### config.mk
export PLATFORM = sky130hd
export DESIGN_NAME = johnson_phase_decoder
export DESIGN_NICKNAME = d
export VERILOG_FILES = /design/src/rtl/johnson_pkg.sv /design/src/rtl/johnson_code_decode.sv /design/src/rtl/johnson_phase_decoder.sv
export SDC_FILE = /design/constraint.sdc
export NUM_CORES = 1
export LEC_CHECK = 0
export CAP_MARGIN = 10
export CORE_ASPECT_RATIO = 0.9
export CORE_MARGIN = 2
export CORE_UTILIZATION = 32
export CTS_BUF_LIST = sky130_fd_sc_hd__clkbuf_8
export CTS_CLUSTER_SIZE = 10
export DETAILED_ROUTE_END_ITERATION = 8
export HOLD_SLACK_MARGIN = 0.06
export PLACE_DENSITY = 0.55
export SLEW_MARGIN = 40
export SYNTH_ARGS = -nofsm -noshare
export SYNTH_HDL_FRONTEND = slang
export SYNTH_SLANG_ARGS = --single-unit
### constraint.sdc
create_clock -name clock -period 4 [get_ports clock]
set_clock_uncertainty 0.15 [all_clocks]
set_input_delay 0.4 -clock clock [delete_from_list [all_inputs] [get_ports clock]]
set_output_delay 0.4 -clock clock [all_outputs]
set_load 0.02 [all_outputs]
### src/rtl/johnson_pkg.sv
// Shared types and helpers for decoding an N-bit Johnson (twisted-ring) code.
// The helpers take the code zero-extended to JC_MAX_N bits plus the real width n,
// so one package serves any instance width up to JC_MAX_N.
package johnson_pkg;

  localparam int JC_MAX_N     = 32;
  localparam int JC_IDX_W     = 7;                       // holds indices up to 2*JC_MAX_N-1
  localparam int JC_N_DEFAULT = 4;
  localparam int JC_PH_W      = $clog2(2 * JC_N_DEFAULT);

  typedef enum logic {
    SEARCH = 1'b0,
    LOCKED = 1'b1
  } jc_state_e;

  // A Johnson code has at most one bit change between adjacent bits 0..n-1.
  function automatic logic jc_is_legal(input logic [JC_MAX_N-1:0] c, input int n);
    int changes;
    changes = 0;
    for (int i = 0; i < JC_MAX_N - 1; i++) begin
      if ((i < n - 1) && (c[i] != c[i+1])) changes++;
    end
    return (changes <= 1);
  endfunction

  // Next code of the counter: shift left, feed back the inverted MSB.
  function automatic logic [JC_MAX_N-1:0] jc_succ(input logic [JC_MAX_N-1:0] c, input int n);
    logic [JC_MAX_N-1:0] s;
    s = '0;
    for (int i = 1; i < JC_MAX_N; i++) begin
      if (i < n) s[i] = c[i-1];
    end
    s[0] = ~c[n-1];
    return s;
  endfunction

  // Phase index of a legal code. Codes with bit 0 set are the filling half
  // (index = number of ones); the rest are the emptying half (2n - ones), with
  // all-zero mapping to phase 0.
  function automatic logic [JC_IDX_W-1:0] jc_to_idx(input logic [JC_MAX_N-1:0] c, input int n);
    int ones;
    ones = 0;
    for (int i = 0; i < JC_MAX_N; i++) begin
      if ((i < n) && c[i]) ones++;
    end
    if (c[0])          return JC_IDX_W'(ones);
    else if (ones == 0) return '0;
    else               return JC_IDX_W'(2 * n - ones);
  endfunction

endpackage

### src/rtl/johnson_code_decode.sv
// Combinational decode of one Johnson code: legality, binary phase and one-hot
// phase. Illegal codes produce zero index and an all-zero one-hot vector.
module johnson_code_decode #(
  parameter int N    = 4,
  parameter int PH_W = $clog2(2 * N)
) (
  input  logic [N-1:0]    code,
  output logic            legal,
  output logic [PH_W-1:0] idx,
  output logic [2*N-1:0]  onehot
);
  import johnson_pkg::*;

  logic [PH_W-1:0] raw_idx;

  assign legal   = jc_is_legal(JC_MAX_N'(code), N);
  assign raw_idx = PH_W'(jc_to_idx(JC_MAX_N'(code), N));
  assign idx     = legal ? raw_idx : '0;
  assign onehot  = legal ? ({{(2*N-1){1'b0}}, 1'b1} << raw_idx) : '0;

endmodule

### src/rtl/johnson_phase_decoder.sv
// Registers the upstream Johnson counter code, decodes it to one-hot and binary
// phase, and checks every advance against the legal successor. A SEARCH/LOCKED
// FSM tracks sequence lock; revolutions and sequence errors are counted.
module johnson_phase_decoder #(
  parameter int N        = 4,
  parameter int LOCK_CNT = 3,
  parameter int REV_W    = 8,
  parameter int ERR_W    = 8,
  localparam int PH_W    = $clog2(2 * N)
) (
  input  logic             clock,
  input  logic             reset,
  input  logic [N-1:0]     jc_in,
  input  logic             jc_valid,
  output logic [2*N-1:0]   phase_onehot,
  output logic [PH_W-1:0]  phase_idx,
  output logic             illegal,
  output logic             seq_err,
  output logic             locked,
  output logic [REV_W-1:0] rev_count,
  output logic [ERR_W-1:0] err_count
);
  import johnson_pkg::*;

  localparam int RUN_W = (LOCK_CNT < 2) ? 1 : $clog2(LOCK_CNT + 1);

  // Error counter sticks at all-ones rather than wrapping.
  function automatic logic [ERR_W-1:0] sat_inc_err(input logic [ERR_W-1:0] v);
    return (&v) ? v : v + 1'b1;
  endfunction

  // ---- stage p0: combinational view of the incoming sample ----
  logic            legal_p0;
  logic [PH_W-1:0] idx_p0;
  logic [2*N-1:0]  onehot_p0;
  logic [N-1:0]    succ_p0;
  logic            good_p0;
  logic            wrap_p0;

  // ---- stage p1: registered state ----
  jc_state_e       state_p1, state_d;
  logic [RUN_W-1:0] run_p1, run_d;
  logic [N-1:0]    prev_p1, prev_d;
  logic [PH_W-1:0] prev_idx_p1, prev_idx_d;
  logic            has_prev_p1, has_prev_d;
  logic [2*N-1:0]  onehot_p1, onehot_d;
  logic [PH_W-1:0] idx_p1, idx_d;
  logic            illegal_p1, illegal_d;
  logic            seq_err_p1, seq_err_d;
  logic [REV_W-1:0] rev_p1, rev_d;
  logic [ERR_W-1:0] err_p1, err_d;

  johnson_code_decode #(
    .N    (N),
    .PH_W (PH_W)
  ) u_decode (
    .code   (jc_in),
    .legal  (legal_p0),
    .idx    (idx_p0),
    .onehot (onehot_p0)
  );

  assign succ_p0 = N'(jc_succ(JC_MAX_N'(prev_p1), N));
  assign good_p0 = jc_valid && has_prev_p1 && legal_p0 && (jc_in == succ_p0);
  assign wrap_p0 = good_p0 && (prev_idx_p1 == PH_W'(2 * N - 1)) && (idx_p0 == '0);

  // FSM state and successor-run register
  always_ff @(posedge clock) begin
    if (reset) begin
      state_p1 <= SEARCH;
      run_p1   <= '0;
    end else begin
      state_p1 <= state_d;
      run_p1   <= run_d;
    end
  end

  // Next-state: count good transitions in SEARCH, drop lock on any bad sample
  always_comb begin
    state_d = state_p1;
    run_d   = run_p1;
    if (jc_valid) begin
      case (state_p1)
        SEARCH: begin
          if (good_p0) begin
            if (run_p1 == RUN_W'(LOCK_CNT - 1)) begin
              state_d = LOCKED;
              run_d   = '0;
            end else begin
              run_d = run_p1 + 1'b1;
            end
          end else begin
            run_d = '0;
          end
        end
        LOCKED: begin
          if (!good_p0) begin
            state_d = SEARCH;
            run_d   = '0;
          end
        end
        default: begin
          state_d = SEARCH;
          run_d   = '0;
        end
      endcase
    end
  end

  // Output/next-data decode: phase, pulses, previous code and counters
  always_comb begin
    onehot_d   = onehot_p1;
    idx_d      = idx_p1;
    illegal_d  = 1'b0;
    seq_err_d  = 1'b0;
    rev_d      = rev_p1;
    err_d      = err_p1;
    prev_d     = prev_p1;
    prev_idx_d = prev_idx_p1;
    has_prev_d = has_prev_p1;
    if (jc_valid) begin
      if (legal_p0) begin
        onehot_d   = onehot_p0;
        idx_d      = idx_p0;
        prev_d     = jc_in;
        prev_idx_d = idx_p0;
        has_prev_d = 1'b1;
      end else begin
        onehot_d   = '0;
        illegal_d  = 1'b1;
        has_prev_d = 1'b0;
      end
      if (state_p1 == LOCKED) begin
        if (!good_p0) begin
          seq_err_d = 1'b1;
          err_d     = sat_inc_err(err_p1);
        end else if (wrap_p0) begin
          rev_d = rev_p1 + 1'b1;
        end
      end
    end
  end

  // Control and output registers; all visible outputs clear on reset
  always_ff @(posedge clock) begin
    if (reset) begin
      has_prev_p1 <= 1'b0;
      onehot_p1   <= '0;
      idx_p1      <= '0;
      illegal_p1  <= 1'b0;
      seq_err_p1  <= 1'b0;
      rev_p1      <= '0;
      err_p1      <= '0;
    end else begin
      has_prev_p1 <= has_prev_d;
      onehot_p1   <= onehot_d;
      idx_p1      <= idx_d;
      illegal_p1  <= illegal_d;
      seq_err_p1  <= seq_err_d;
      rev_p1      <= rev_d;
      err_p1      <= err_d;
    end
  end

  // Previous-code data; only meaningful while has_prev is set
  always_ff @(posedge clock) begin
    prev_p1     <= prev_d;
    prev_idx_p1 <= prev_idx_d;
  end

  assign phase_onehot = onehot_p1;
  assign phase_idx    = idx_p1;
  assign illegal      = illegal_p1;
  assign seq_err      = seq_err_p1;
  assign locked       = (state_p1 == LOCKED);
  assign rev_count    = rev_p1;
  assign err_count    = err_p1;

endmodule

==> flow_summary_export.csv <==
group,metric,value,unit
clock_network,clock_path_buffers,2,
clock_network,clkSinkCount,40,
die,coreArea,6220,µm²
timing,setup_violations,0,
clock_network,cts-root-buf,"clkbuf_8",
power_and_ir_drop,power_leakage,0.000943,µW
outcome,status,"finished clean",
logic_synthesis,yosysMostFrequentCell,"dfxtp_1",
logic_synthesis,seq_area_frac_synth,41.6,%
detailed_routing,firstDrtPassIters,4,
setup_path,cp-end-kind,"register",
logic_synthesis,synth_cell_types,48,
global_routing,grt_pass1_vias,1699,
logic_synthesis,synth_commonest_cells,"dfxtp_1 (33), nor2_1 (25), a21oi_1 (19), nand2_1 (16), nand3_1 (9)",
finish,nFillCells,635,
global_routing,grt_max_degree,25,
timing,tns,0,ns
flow_run,cap_violations,0,
clock_network,cts_tree,"done",
setup_path,path_class,"in2reg",
detailed_routing,ant_nets,0,
logic_synthesis,synth_edf_count,7,
hold_path,hold_class,"reg2reg",
clock_network,cts_hold_buf,0,
power_and_ir_drop,power,871,µW
detailed_routing,drt_iter0_markers,61,
finish,antenna_cells,0,
place,dp_hpwl,3470,µm
power_and_ir_drop,peakVddDrop,0.000147,V
die,io_pins,37,
logic_synthesis,synth_area,2090,µm²
finish,drive_above_1_share,8.92,%
die,die_area,7210,µm²
setup_path,crit_required,4.02,ns
setup_path,setup.worst_path.start,"jc_in[0]",
logic_synthesis,synthArstFlopShare,0,%
timing,grt_setup_unrepaired,"no",
clock_network,cts_max_level,2,
logic_synthesis,synth_top_area_share,31.5,%
logic_synthesis,synth.largest_area_cell,"dfxtp_1",
clock_network,cts_inserted_buffers,5,
detailed_routing,avgRoutedWirePerCell,13.1,µm
place,io_buffers,36,
global_routing,grt_pass1_wl,7840,µm
timing,worst_pin_slew,0.552,ns
timing,fmax,293,MHz
power_and_ir_drop,p_per_area,330,nW/µm²
logic_synthesis,synth_fp_nets,242,
timing,fin_crit_sh,85.4,%
logic_synthesis,dominantRegCellSynth,"dfxtp_1",
global_routing,grt_usage,14.1,%
die,rows,27,
place,gp_congestion,0.756,
logic_synthesis,synthCells,227,
timing,fin_crit,3.41,ns
setup_path,crit_fanout,7,
global_routing,antenna_found_initial,0,
global_routing,overflow,0,
logic_synthesis,ys_ff_latch,40,
die,start_util,33.7,%
timing,finalHoldViolCount,0,
finish,fin_nets,283,
setup_path,start_kind,"input pin",
clock_network,cts_resized,0,
die,die_h,80.8,µm
clock_network,clk_latency,0.29,ns
finish,seqCellArea,871,µm²
finish,multi_input_area,1120,µm²
die,die_x,89.3,µm
finish,area_growth,26.1,%
hold_path,holdCritStartpoint,"phase_onehot[7]",
detailed_routing,vias_per_cell,4.96,
setup_path,arrival,3.44,ns
setup_path,r2r_start,"locked",
finish,finish.utilization,42.5,%
logic_synthesis,synth.avg_cell_area,9.23,µm²
logic_synthesis,yosys-top-cells-area,"dfxtp_1 (32%), edfxtp_1 (10%), ha_1 (4.8%), a21oi_1 (4.5%), nor2_1 (4.5%)",
clock_network,path_clk_slew,0.07,ns
detailed_routing,drc,0,
detailed_routing,drt_wl_total,4670,µm
detailed_routing,route.vias.total,1764,
logic_synthesis,ys_warn_count,0,
timing,relSlewSlack,63.1,%
clock_network,post_cts_buffers,0,
timing,slew_viol_final,0,
-- placed cells by master, fill, tap and decap left out, types with 7 or more instances in the layout --
cell type,count
ha_1,8
buf_4,9
nand3_1,9
nand2_1,16
clkdlybuf4s50_1,35
nor2_1,25
o31ai_1,8
edfxtp_1,7
inv_1,10
a21oi_1,19
dfxtp_1,33
-- layer usage --
layer / wire [µm] / GRT usage, % / up-vias
met4: 71 / 4.93 / 0
met5: 0 / 0 / -
met2: 2020 / 21.7 / 36
met3: 177 / 3.15 / 6
met1: 2400 / 19.5 / 816
li1: - / - / 906
-- worst paths after layout --
path	endpoint	slack, ns	cells after the start
max	rev_count[4]	0.59	12
min	phase_onehot[7]	0.31	2
max reg2reg	rev_count[4]	1.82	5
min reg2reg	phase_onehot[7]	0.31	2
-- cell families (layout without fill, tap and decap cells) --
kind of cell,Yosys count,count (layout),synth area share (%)
muxes,8,8,4.18
xor gates and xnor gates,9,9,5.68
buffers and inverters,20,62,4.84
AOI/OAI and AO/OA,46,46,14.3
DFF,40,40,41.6
adders and majority gates,8,8,4.78
and+or+nand+nor,96,96,24.6
-- per-stage QoR --
| step | hold slack, ns | cell area [µm²] | setup slack, ns | instances |
|---|---|---|---|---|
| 4_1_cts | 0.318 | 2650 | 0.579 | 356 |
| 5_1_grt | 0.339 | 2640 | 0.336 | 356 |
| 3_5_place_dp | 0.308 | 2560 | 0.274 | 348 |
| 2_1_floorplan | 0.296 | 2090 | 0.956 | 227 |
| 6_report | 0.312 | 2640 | 0.586 | 356 |
| 3_3_place_gp | 0.306 | 2560 | 0.355 | 348 |
-- report_power, final --
| part | leakage [µW] | switching [µW] | total (µW) | internal (µW) |
|---|---|---|---|---|
| logic | 0.000562 | 105 | 178 | 73.2 |
| clock network | 0.0000505 | 135 | 253 | 117 |
| registers | 0.000330 | 8.59 | 440 | 432 |
-- registers in the layout, summed over array words and instances (netlist names) --
register / flops
has_prev_p1: 1
prev_idx_p1: 3
illegal: 1
err_count: 8
rev_count: 8
seq_err: 1
run_p1: 2
phase_idx: 3
locked: 1
phase_onehot: 8
prev_p1: 4
-- area by class of cell --
type | count | share of cell area (%)
multi-input cells | 167 | 42.5
flip-flops and latches | 40 | 33.0
repair buffers | 45 | 16.0
well taps | 87 | 4.12
clock buffers | 5 | 2.61
inverters | 9 | 1.33
clock inverters | 3 | 0.474
-- critical path, stage by stage --
cell and delay, ns:
clkdlybuf4s50_1 0.47, inv_1 0.07, ha_1 0.40, xor2_1 0.20, ha_1 0.33, mux2i_1 0.14, ha_1 0.16, nor2_1 0.05
xnor3_1 0.36, nand3_2 0.18, nor4_1 0.33, mux2_1 0.35
Note: power is estimated with default switching activity, not from simulation.
